===== src/rtl/button_arbiter.sv =====
// Round-robin arbiter that lends a shared one-hot button bus to one of three
// requesters for a fixed hold time, followed by a forced all-zero gap.
module button_arbiter #(
    parameter int unsigned HOLD_CYCLES = 4,
    parameter int unsigned GAP_CYCLES  = 1
) (
    input  logic       clk,
    input  logic       rst,
    input  logic [3:1] req,
    output logic [3:1] b,
    output logic [1:0] gnt_id,
    output logic [3:1] ack,
    output logic       busy
);

    localparam int unsigned CNT_W = 8;
    localparam int unsigned ID_W  = 2;

    typedef enum logic [1:0] {
        IDLE  = 2'd0,
        GRANT = 2'd1,
        GAP   = 2'd2
    } state_t;

    state_t            state;
    state_t            state_nx;
    logic [CNT_W-1:0]  cnt;
    logic [CNT_W-1:0]  cnt_nx;
    logic [ID_W-1:0]   last_id;
    logic [ID_W-1:0]   last_nx;
    logic [3:1]        b_nx;
    logic [ID_W-1:0]   gnt_nx;
    logic [3:1]        ack_nx;
    logic              busy_nx;

    logic [ID_W-1:0]   p0_c;
    logic [ID_W-1:0]   p1_c;
    logic [ID_W-1:0]   p2_c;
    logic [ID_W-1:0]   sel_c;
    logic              found_c;

    // Requester id to its bus line
    function automatic logic [3:1] onehot(input logic [ID_W-1:0] id);
        logic [3:1] v;
        v = 3'b000;
        case (id)
            2'd1:    v = 3'b001;
            2'd2:    v = 3'b010;
            2'd3:    v = 3'b100;
            default: v = 3'b000;
        endcase
        return v;
    endfunction

    // Round-robin pick: search starts just after the previous grantee
    always_comb begin
        p0_c    = 2'd1;
        p1_c    = 2'd2;
        p2_c    = 2'd3;
        sel_c   = 2'd0;
        found_c = 1'b0;
        case (last_id)
            2'd1: begin
                p0_c = 2'd2;
                p1_c = 2'd3;
                p2_c = 2'd1;
            end
            2'd2: begin
                p0_c = 2'd3;
                p1_c = 2'd1;
                p2_c = 2'd2;
            end
            default: begin
                p0_c = 2'd1;
                p1_c = 2'd2;
                p2_c = 2'd3;
            end
        endcase
        if ((req & onehot(p0_c)) != 3'b000) begin
            sel_c   = p0_c;
            found_c = 1'b1;
        end else if ((req & onehot(p1_c)) != 3'b000) begin
            sel_c   = p1_c;
            found_c = 1'b1;
        end else if ((req & onehot(p2_c)) != 3'b000) begin
            sel_c   = p2_c;
            found_c = 1'b1;
        end
    end

    // Next-state and next-output logic; outputs are registered from these
    always_comb begin
        state_nx = state;
        cnt_nx   = cnt;
        last_nx  = last_id;
        b_nx     = 3'b000;
        gnt_nx   = 2'd0;
        ack_nx   = 3'b000;
        busy_nx  = 1'b0;
        case (state)
            IDLE: begin
                if (found_c) begin
                    state_nx = GRANT;
                    cnt_nx   = CNT_W'(HOLD_CYCLES - 1);
                    last_nx  = sel_c;
                    b_nx     = onehot(sel_c);
                    gnt_nx   = sel_c;
                    busy_nx  = 1'b1;
                    if (HOLD_CYCLES == 1) begin
                        ack_nx = onehot(sel_c);
                    end
                end
            end
            GRANT: begin
                busy_nx = 1'b1;
                if (cnt == CNT_W'(0)) begin
                    state_nx = GAP;
                    cnt_nx   = CNT_W'(GAP_CYCLES - 1);
                end else begin
                    cnt_nx = cnt - CNT_W'(1);
                    b_nx   = b;
                    gnt_nx = gnt_id;
                    if (cnt == CNT_W'(1)) begin
                        ack_nx = b;
                    end
                end
            end
            GAP: begin
                if (cnt == CNT_W'(0)) begin
                    state_nx = IDLE;
                end else begin
                    cnt_nx  = cnt - CNT_W'(1);
                    busy_nx = 1'b1;
                end
            end
            default: begin
                state_nx = IDLE;
                cnt_nx   = CNT_W'(0);
            end
        endcase
    end

    // State, counter, round-robin pointer and output registers
    always_ff @(posedge clk or posedge rst) begin
        if (rst) begin
            state   <= IDLE;
            cnt     <= CNT_W'(0);
            last_id <= 2'd3;
            b       <= 3'b000;
            gnt_id  <= 2'd0;
            ack     <= 3'b000;
            busy    <= 1'b0;
        end else begin
            state   <= state_nx;
            cnt     <= cnt_nx;
            last_id <= last_nx;
            b       <= b_nx;
            gnt_id  <= gnt_nx;
            ack     <= ack_nx;
            busy    <= busy_nx;
        end
    end

endmodule

===== config.mk =====
export PLATFORM = sky130hd
export DESIGN_NAME = button_arbiter
export DESIGN_NICKNAME = d
export VERILOG_FILES = /design/src/rtl/button_arbiter.sv
export SDC_FILE = /design/constraint.sdc
export NUM_CORES = 1
export LEC_CHECK = 0
export CAP_MARGIN = 25
export CORE_UTILIZATION = 54
export DETAILED_ROUTE_END_ITERATION = 8
export PLACE_DENSITY = 0.77
export SLEW_MARGIN = 30
export SYNTH_ARGS = -nofsm -noshare
export SYNTH_HDL_FRONTEND = slang
export SYNTH_SLANG_ARGS = --single-unit

===== constraint.sdc =====
create_clock -name clk -period 2.88 [get_ports clk]
set_clock_uncertainty 0.1 [all_clocks]
set_input_delay 0.576 -clock clk [delete_from_list [all_inputs] [get_ports clk]]
set_output_delay 0.576 -clock clk [all_outputs]
set_load 0.01 [all_outputs]

==> metrics.md, run 1 <==
| Metric | Value |
|---|---|
| Outcome | finished clean |
| CP endpoint kind | flip-flop |
| CTS Buffer Depth | 2 |
| Worst EP arrival | 2.71 ns |
| Worst setup margin | slightly below 0.3 ns |
| DR WL/cell | 13.7 um |
| Nets | 155 |
| CTS tree | yes |
| Io pins | 14 |
| CTS H-tree lvls | 1 |
| Worst Tran Pin Value | around 0.80 ns |
| Max cap viols | 0 |
| Crit path time final | 2.59 ns |
| Post-synth EDFFs | 0 |
| Slowest cell on crit path | dfstp_2 |
| R2R Setup Slk | 0.29 ns |
| Die area | between 2000 and 2500 um^2 |
| Post-CTS Repair Setup Buffers | 0 |
| Antenna violations before repair | 0 |
| DR pass1 iterations | 5 |
| Port Buffers | 13 |
| Root buf cell | clkbuf_4 |
| Initial Utilization | 0.595 |
| Placement Rows | 16 |
| Share of cells above drive strength 1 | 0.112 |
| R2R depth | 7 |
| Unique masters post-synth | 43 |
| Fin. Hold Viols | 0 |
| Post-DRT Antenna Nets | 0 |
| Post-synthesis async set-or-reset flop share | 1.00 |
| WP depth | 7 |
| GPL Wtd Cong | 0.855 |
| Worst hold stages | 1 |
| # diodes | 0 |
| Post-synthesis cell count | 130 |
| Post-route DRC | 0 |
| WL final | about 2300 um |
| Syn Std Cell Area | 1200 um^2 |
| Register bit count reported by yosys | 21 |
| Power density over cell area | 337 nW/um^2 |
| Violation count after the first detailed-route iteration | 21 |
| Buf/Inv on CP | 2 |
| CP max FO | 6 |
| FF-to-FF End | b[3] |
| Setup TNS | 0 ns |
| CP required | around 3.0 ns |
| Most area-hungry cell type in the Yosys netlist | dfrtp_1 |
| Worst hold start | gnt_id[1] |
| Hold Crit Class | reg -> reg |
| Syn avg cell area | 9.25 um^2 |
| Final Instance Area | 1380 um^2 |
| Max incr delay on CP | 0.57 ns |
| Cts bufs inserted | 3 |
| Crit-path cells | inv_1 > ha_1 > a222oi_1 > inv_1 > o31ai_1 > nor2_1 > a22o_2 |
| Via density | 5.83 |
| Cell mode on critical path | inv_1 |
| First-pass GRT wire length | 4020 um |
| Met1 wire length | 1080 um |
| Post-CTS sizing | 0 |
| Worst-path clk slew | ~0.12 ns |
| Peak supply drop | 0.000278 V |
| CORE AREA | 2020 um^2 |
| WL met3 | about 70 um |
| Crit Path Class | reg -> reg |
| Share of the synthesized area in the top cell type | 0.395 |
| FF+latch area | 528 um^2 |
| Post-place setup slack | 0.202 ns |
| Remaining global-route overflow | 0 |
| WL met2 | 1140 um |
| Synth warnings | 0 |
| Die width | 49.2 um |
| Via count | 991 |
| Sequential fraction of the synthesis area | 0.439 |
| # setup viols final | 0 |
| Top delay family on crit path | compound AO/OA/AOI/OAI gates |
| Net Count, Synth | around 140 |
| Relative slew slack | 0.466 |
| Total track usage | 0.221 |
| Multi-input logic area | 622 um^2 |
| Startpoint types | flip-flop |
| Vias in the first global route | 908 |
| Final slew viol count | 0 |
| WHS Endpoint | gnt_id[1] |
| Clock Latency Late Sink | 0.31 ns |
| Dominant synthesized flop cell | dfrtp_1 |
| Hold Buf Count CTS | 0 |
| Top sig layer | met4 |
| RSZ-0062 raised after global routing | no |
| Fmax | 386 MHz |
| Leak | 0.562 nW |
| CTS sink cnt | 21 |
| Fin crit share | 0.900 |
| Die height | 49.2 um |
| Fillers | 178 |
| Placed wire-length estimate | 1710 um |
| Largest net degree at the start of global routing | 22 |
| Worst r2r src | last_id[0] |
| Area contributors post-synth | dfrtp_1 40%, ha_1 6.2%, o21ai_0 4.6% |
| Post-placement cell area | between 1000 and 1500 um^2 |
| P&R area growth vs syn | 14.4% |
[cell usage in the layout, fill, tap and decap left out, drive strengths merged, types with 2 or more instances in the layout]
cell type and count:
o31ai 2, nand2 14, o21ai 12, nor3b 2
o22ai 2, and3 2, o41ai 3, nand2b 2
and2 4, clkbuf 3, nor2b 3, ha 6
clkdlybuf4s50 13, a21o 2, inv 9, or4 2
a222oi 2, nor4 3, a21oi 3, nor3 2
dfstp 2, nor2 14, a22o 2, a22oi 2
dfrtp 19
[cells in the mapped netlist (2+ instances only)]
cell type  instances
ha_1               6
a21o_1             2
inv_1              9
o21ai_0           11
nor3b_1            2
nor2b_1            3
and2_1             4
a21oi_1            3
o22ai_1            2
nand2_1           14
dfrtp_1           19
nor3_1             2
and3_1             2
a22oi_1            2
o31ai_1            2
nor4_1             3
dfstp_2            2
a222oi_1           2
clkbuf_2           2
nor2_2             2
o41ai_1            3
nor2_1            12
[per-stage QoR]
step	std cells	power (mW)	util	hold WS, ns
after CTS	170	0.469	0.680	0.397
after global placement	166	0.325	0.666	0.360
after detailed placement	166	0.326	0.666	0.369
after global routing	170	0.484	0.680	0.418
final	170	0.463	0.680	0.393
after floorplan	130	0.315	-	0.377
[per-layer routing]
metal / vias up / global-route usage
met5: - / 0
met4: 0 / 0.108
met3: 3 / 0.0374
met2: 21 / 0.368
met1: 471 / 0.276
li1: 496 / -
[sequential cells by signal, summed over array words and instances (netlist names)]
signal,cells
cnt,8
gnt_id,2
state,2
ack,3
b,3
last_id,2
busy,1
[report_power, final]
| part | total [mW] | internal (mW) | switching [mW] |
|---|---|---|---|
| clock network | 0.143 | 0.0520 | 0.0911 |
| logic | 0.0249 | 0.0100 | 0.0149 |
| registers | 0.295 | 0.295 | 0 |
| total | 0.463 | 0.357 | 0.106 |
[kinds of logic (layout without fill, tap and decap cells)]
family | after synthesis | after routing | share of synthesized area
buffers and inverters | 13 | 26 | 0.0437
muxes | 1 | 1 | 0.00832
and+or+nand+nor | 53 | 53 | 0.236
AOI/OAI and AO/OA | 36 | 36 | 0.210
DFF | 21 | 21 | 0.439
adders and majority gates | 6 | 6 | 0.0624
[worst reg2reg max path, cell delays in order, from the launching register on]
cell and delay, ns:
dfstp_2 0.57, inv_1 0.06, ha_1 0.36, a222oi_1 0.56
inv_1 0.13, o31ai_1 0.35, nor2_1 0.16, a22o_2 0.22
[worst max-delay path by stage]
| stage | from | endpoint | slack (ns) |
|---|---|---|---|
| after floorplan | last_id[0] | b[1] | 0.53 |
| final | last_id[0] | b[3] | 0.29 |
| after CTS | last_id[0] | b[3] | 0.31 |
| after global placement | req[1] | b[1] | 0.31 |
| after global routing | last_id[0] | cnt[5] | 0.06 |
| after detailed placement | req[1] | b[3] | 0.20 |
[area by class of cell]
| type | instances | area share |
|---|---|---|
| clock buffers | 3 | 0.0164 |
| clock inverters | 1 | 0.00364 |
| flip-flops and latches | 21 | 0.384 |
| inverters | 9 | 0.0246 |
| well taps | 27 | 0.0246 |
| repair buffers | 13 | 0.0946 |
| multi-input cells | 96 | 0.452 |
Note: power is estimated with default switching activity, not from simulation.
==> run 2: changes to the inputs <==
- clock period: 2.88 -> 2.72 ns (I/O delays scaled with it)
==> run 2 against run 1 <==
Total power up 6.2%. Largest power group unchanged. Setup slack lost 0.023 ns. Via count grew 0.20%. First-iteration DRC count is 43% higher. Sequential share of layout area decreased by 0.41 points. Critical path type unchanged. Non-clock buffer count rose by 2. Largest cell class unchanged. Worst hold slack hardly changed.
==> metrics.md, run 2 (synthesized netlist as in run 1, its figures left out) <==
| Metric | Value |
|---|---|
| Outcome | finished clean |
| DR pass1 iterations | 4 (-1) |
| Peak supply drop | 0.000275 V (-1.2%) |
| Crit Path Class | reg -> reg |
| Largest net degree at the start of global routing | 22 (unchanged) |
| CP endpoint kind | flip-flop |
| Cts bufs inserted | 3 (unchanged) |
| FF-to-FF End | b[3] |
| Root buf cell | clkbuf_4 |
| Setup TNS | 0 ns (unchanged) |
| Max cap viols | 0 (unchanged) |
| Final slew viol count | 0 (unchanged) |
| Sw frac | 0.228 (-0.000907) |
| Die width | 49.2 um (unchanged) |
| R2R depth | 8 (+1) |
| Worst hold stages | 1 (unchanged) |
| Via density | 5.77 (-0.96%) |
| Tot Pwr | 0.492 mW (+6.2%) |
| Post-DRT Antenna Nets | 0 (unchanged) |
| Port Buffers | 13 (unchanged) |
| Sw Pwr | 0.112 mW (+5.8%) |
| Remaining global-route overflow | 0 (unchanged) |
| Hold Crit Class | reg -> reg |
| GPL Wtd Cong | 0.855 (about the same) |
| Int Pwr | 0.380 mW (+6.4%) |
| # diodes | 0 (unchanged) |
| Initial Utilization | 0.595 (unchanged) |
| CTS H-tree lvls | 1 (unchanged) |
| Placed wire-length estimate | 1690 um (-1.6%) |
| CTS tree | yes |
| Final Instance Area | 1390 um^2 (+1.1%) |
| Nets | 157 (+1.3%) |
| # setup viols final | 0 (unchanged) |
| Regs by FF count | cnt x8, ack x3, b x3 |
| Clock Latency Late Sink | 0.31 ns (about the same) |
| Die area | 2420 um^2 (unchanged) |
| Commonest non-fill, non-tap cell in the layout | dfrtp_1 |
| Register share of total power | 0.635 (-0.002) |
| Worst r2r src | last_id[0] |
| Crit path time final | 2.45 ns (-0.137 ns) |
| Violation count after the first detailed-route iteration | 30 (+43%) |
| Vias in the first global route | 884 (-2.6%) |
| Power density over cell area | 354 nW/um^2 (+5.1%) |
| DR WL/cell | 13.4 um (-1.9%) |
| WL final | 2300 um (-0.78%) |
| Fmax | 407 MHz (+5.6%) |
| Hold Buf Count CTS | 0 (unchanged) |
| R2R Setup Slk | 0.27 ns (-0.02 ns) |
| Startpoint types | flip-flop |
| CP required | 2.83 ns (-0.17 ns) |
| Post-placement cell area | 1350 um^2 (unchanged) |
| Share of cells above drive strength 1 | 0.124 (+0.0122) |
| Reg with most FFs | cnt |
| Fin crit share | 0.902 (+0.00270) |
| Fin. Hold Viols | 0 (unchanged) |
| Max FFs per register | 8 (unchanged) |
| Worst hold start | gnt_id[1] |
| Commonest cells after routing, fill and taps aside | 19 x dfrtp_1, 14 x nand2_1, 13 x clkdlybuf4s50_1 |
| Via count | 993 (+0.20%) |
| Post-route DRC | 0 (unchanged) |
| Relative slew slack | 0.478 (+0.0118) |
| Antenna violations before repair | 0 (unchanged) |
| CTS sink cnt | 21 (unchanged) |
| First-pass GRT wire length | 3930 um (-2.0%) |
| WHS Endpoint | gnt_id[1] |
| Worst Tran Pin Value | 0.782 ns (-0.0177 ns) |
| Total track usage | 0.215 (-0.00600) |
| RSZ-0062 raised after global routing | no |
| Fillers | 178 (unchanged) |
| Leak | 0.572 nW (+1.7%) |
| P&R area growth vs syn | 15.6% |
| Io pins | 14 (unchanged) |
| Placement Rows | 16 (unchanged) |
| CORE AREA | 2020 um^2 (unchanged) |
| Worst-path clk slew | 0.12 ns (about the same) |
| Worst EP arrival | 2.57 ns (-0.14 ns) |
| CP max FO | 6 (unchanged) |
| Clock power frac | 0.307 (-0.002) |
| Die height | 49.2 um (unchanged) |
| CTS Buffer Depth | 2 (unchanged) |
| Logic pwr share | 0.058 (+0.004) |
[run 2: changes by cell type in the layout (fill, tap and decap cells not counted)]
cell / delta
buf_4: +2
[run 2: worst max path at each step]
| stage | start | to | slack, ns | depth (start not counted) |
|---|---|---|---|---|
| finish | last_id[0] | b[3] | 0.27 | 8 |
| global route | last_id[0] | b[3] | 0.12 | 8 |
| CTS | last_id[0] | cnt[2] | 0.13 | 7 |
| detailed placement | req[1] | cnt[2] | 0.05 | 6 |
| global placement | req[1] | b[1] | 0.18 | 5 |
| floorplan | last_id[0] | b[1] | 0.37 | 6 |
[run 2: critical path, cell delays in order (launching register included)]
cell and delay (ns):
dfstp_2 0.57, inv_1 0.06, ha_1 0.36, a222oi_1 0.35, buf_4 0.18, inv_1 0.05
o31ai_1 0.31, nor2_1 0.15, a22o_2 0.22
[run 2: power by group through the flow]
stage	Clock (mW)	Sequential [mW]	Combinational, mW
4_1_cts	0.153	0.312	0.0268
3_5_place_dp	0	0.318	0.0268
6_report	0.151	0.312	0.0287
2_1_floorplan	0	0.318	0.0152
3_3_place_gp	0	0.318	0.0256
5_1_grt	0.169	0.312	0.0321
[run 2: layout make-up]
type                       instances  area, um^2  area share
inverter                           9        33.8      0.0243
sequential                        21         528       0.380
multi-input combinational         96         622       0.447
tap                               27        33.8      0.0243
clock buffer                       3        22.5      0.0162
timing repair buffer              15         145       0.104
clock inverter                     1        5.00     0.00360
[run 2: stage by stage]
step,setup slack [ns],cells,hold slack (ns),util
6_report,0.266,172,0.393,0.688
5_1_grt,0.123,172,0.418,0.688
4_1_cts,0.134,170,0.397,0.680
3_5_place_dp,0.0533,166,0.369,0.666
3_3_place_gp,0.183,166,0.360,0.666
2_1_floorplan,0.369,130,0.377,-
[run 2: repair_timing]
item	4_1_cts	5_1_grt
gates resized for setup	0	0
setup buffers	0	2
setup endpoints to repair	0	14
[run 2: layer usage]
layer / up-vias / wire length [um] / GRT usage
met2: 26 / 1080 / 0.340
met1: 461 / 1090 / 0.278
met4: 0 / 42 / 0.108
li1: 500 / - / -
met3: 6 / 86 / 0.0436
met5: - / 0 / 0
==> run 3: changes to the inputs <==
- CORE_MARGIN: not set -> 2
==> run 3 against run 2 <==
Final cell count is 1.2% higher. Total power is 0.33% lower. Combinational power is 2% higher. Setup slack worse by 0.060 ns. Sequential share of layout area is 0.24 points lower. Register-to-register slack worse by 0.06 ns. Die area is 8.3% higher. Utilization is 3.6 points lower. Via count stayed put. Non-clock buffer count is 1 higher. Worst hold slack hardly changed. Sequential power hardly changed. Largest power group unchanged.
==> metrics.md, run 3 (synthesized netlist as in run 1, its figures left out) <==
| Metric | Value |
|---|---|
| Fin. Hold Viols | 0 (unchanged) |
| Setup TNS | 0 ns (unchanged) |
| CTS Buffer Depth | 2 (unchanged) |
| Clock Latency Late Sink | 0.30 ns (about the same) |
| Reg with most FFs | cnt |
| Peak supply drop | 0.000298 V (+8.4%) |
| GPL Wtd Cong | 0.792 (-7.3%) |
| R2R Setup Slk | 0.21 ns (-0.06 ns) |
| Share of cells above drive strength 1 | 0.130 (+0.00600) |
| Nets | 158 (+0.64%) |
| Regs by FF count | cnt x8, ack x3, b x3 |
| Multi-input logic area | 622 um^2 (unchanged) |
| CTS sink cnt | 21 (unchanged) |
| Antenna violations before repair | 0 (unchanged) |
| FF+latch area | 528 um^2 (unchanged) |
| Initial Utilization | 0.560 (-0.0350) |
| Post-CTS sizing | 0 (unchanged) |
| Tot Pwr | 0.490 mW (-0.33%) |
| Post-route DRC | 0 (unchanged) |
| Total track usage | 0.197 (-0.0181) |
| Worst Tran Pin Value | 0.775 ns (-0.00729 ns) |
| Via density | 5.71 (-1.1%) |
| Placement Rows | 17 (+1) |
| Post-CTS Repair Setup Buffers | 0 (unchanged) |
| Outcome | finished clean |
| Vias in the first global route | 904 (+2.3%) |
| Worst setup margin | 0.206 ns (-0.0599 ns) |
| CP required | 2.82 ns (about the same) |
| Crit-path cells | inv_1 > ha_1 > a222oi_1 > buf_4 > buf_4 > nor2_1 > o31ai_1 > nor2_1 > a22o_2 |
| Io pins | 14 (unchanged) |
| CTS H-tree lvls | 1 (unchanged) |
| Violation count after the first detailed-route iteration | 13 (-57%) |
| DR pass1 iterations | 4 (unchanged) |
| Cells after DPL | 167 (+0.60%) |
| CP endpoint kind | flip-flop |
| Worst EP arrival | 2.61 ns (+0.04 ns) |
| Leak | 0.576 nW (+0.84%) |
| DR WL/cell | 13.6 um (+1.6%) |
| Crit path time final | 2.51 ns (+0.0599 ns) |
| CP max FO | 6 (unchanged) |
| Hold Crit Class | reg -> reg |
| Worst-path clk slew | 0.11 ns (about the same) |
| # diodes | 0 (unchanged) |
| Cts bufs inserted | 3 (unchanged) |
| Commonest non-fill, non-tap cell in the layout | dfrtp_1 |
| Fin crit share | 0.924 (+0.0220) |
| Power density over cell area | 350 nW/um^2 (-0.96%) |
| Fillers | 197 (+11%) |
| Fmax | 398 MHz (-2.4%) |
| Max incr delay on CP | 0.58 ns (about the same) |
| CORE AREA | 2150 um^2 (+6.2%) |
| Post-place setup slack | 0.0533 ns (-0.00000220 ns) |
| Root buf cell | clkbuf_4 |
| Crit Path Class | reg -> reg |
| WL final | 2370 um (+2.8%) |
| Commonest cells after routing, fill and taps aside | 19 x dfrtp_1, 14 x nand2_1, 13 x clkdlybuf4s50_1 |
| First-pass GRT wire length | 3900 um (-0.89%) |
| Die height | 51.2 um (+4.1%) |
| Top delay family on crit path | compound AO/OA/AOI/OAI gates |
| Max cap viols | 0 (unchanged) |
| Relative slew slack | 0.483 (+0.00486) |
| Largest net degree at the start of global routing | 22 (unchanged) |
| Layout Utilization | 0.651 (-0.0364) |
| Hold Buf Count CTS | 0 (unchanged) |
| P&R area growth vs syn | 16.3% |
| Startpoint types | flip-flop |
| Die area | 2620 um^2 (+8.3%) |
| Final slew viol count | 0 (unchanged) |
| Post-route insts no fill | 174 (+1.2%) |
| Via count | 993 (unchanged) |
| Remaining global-route overflow | 0 (unchanged) |
| Die width | 51.2 um (+4.1%) |
| Post-DRT Antenna Nets | 0 (unchanged) |
| # setup viols final | 0 (unchanged) |
| Placed wire-length estimate | 1730 um (+2.6%) |
| CTS tree | yes |
| Port Buffers | 13 (unchanged) |
| RSZ-0062 raised after global routing | no |
| Buf/Inv on CP | 3 (unchanged) |
| Slowest cell on crit path | dfstp_2 |
| Max FFs per register | 8 (unchanged) |
-- run 3: area by class of cell --
class                           instances  share of cell area
Inverter                                9              0.0242
Clock inverter                          1             0.00358
Tap cell                               28              0.0250
Clock buffer                            3              0.0161
Multi-Input combinational cell         96               0.445
Timing Repair Buffer                   16               0.109
Sequential cell                        21               0.377
-- run 3: per-stage QoR --
stage | area (um^2) | hold WS [ns]
4_1_cts | 1380 | 0.399
2_1_floorplan | 1200 | 0.377
3_5_place_dp | 1350 | 0.372
6_report | 1400 | 0.393
3_3_place_gp | 1350 | 0.361
5_1_grt | 1400 | 0.447
-- run 3: power breakdown --
group / total (mW) / internal [mW] / switching [mW]
registers: 0.312 / 0.312 / 0
logic: 0.0294 / 0.0133 / 0.0161
clock network: 0.148 / 0.0548 / 0.0937
total: 0.490 / 0.380 / 0.110
-- run 3: path summary, 6_finish.rpt --
| check | from | endpoint | depth (start not counted) |
|---|---|---|---|
| worst max-delay path | last_id[0] | b[3] | 9 |
| worst min-delay path | gnt_id[1] | gnt_id[1] | 1 |
| worst max register to register | last_id[0] | b[3] | 9 |
| worst min register to register | gnt_id[1] | gnt_id[1] | 1 |
| max in group asynchronous | rst | busy | 2 |
| min in group asynchronous | rst | cnt[0] | 2 |
-- run 3: per-layer routing --
| metal | vias to the layer above | part of all wire | global-route usage |
|---|---|---|---|
| li1 | 503 | - | - |
| met1 | 471 | 0.45 | 0.243 |
| met2 | 17 | 0.52 | 0.359 |
| met3 | 2 | 0.023 | 0.0205 |
| met4 | 0 | 0.0072 | 0.0586 |
| met5 | - | 0 | 0 |
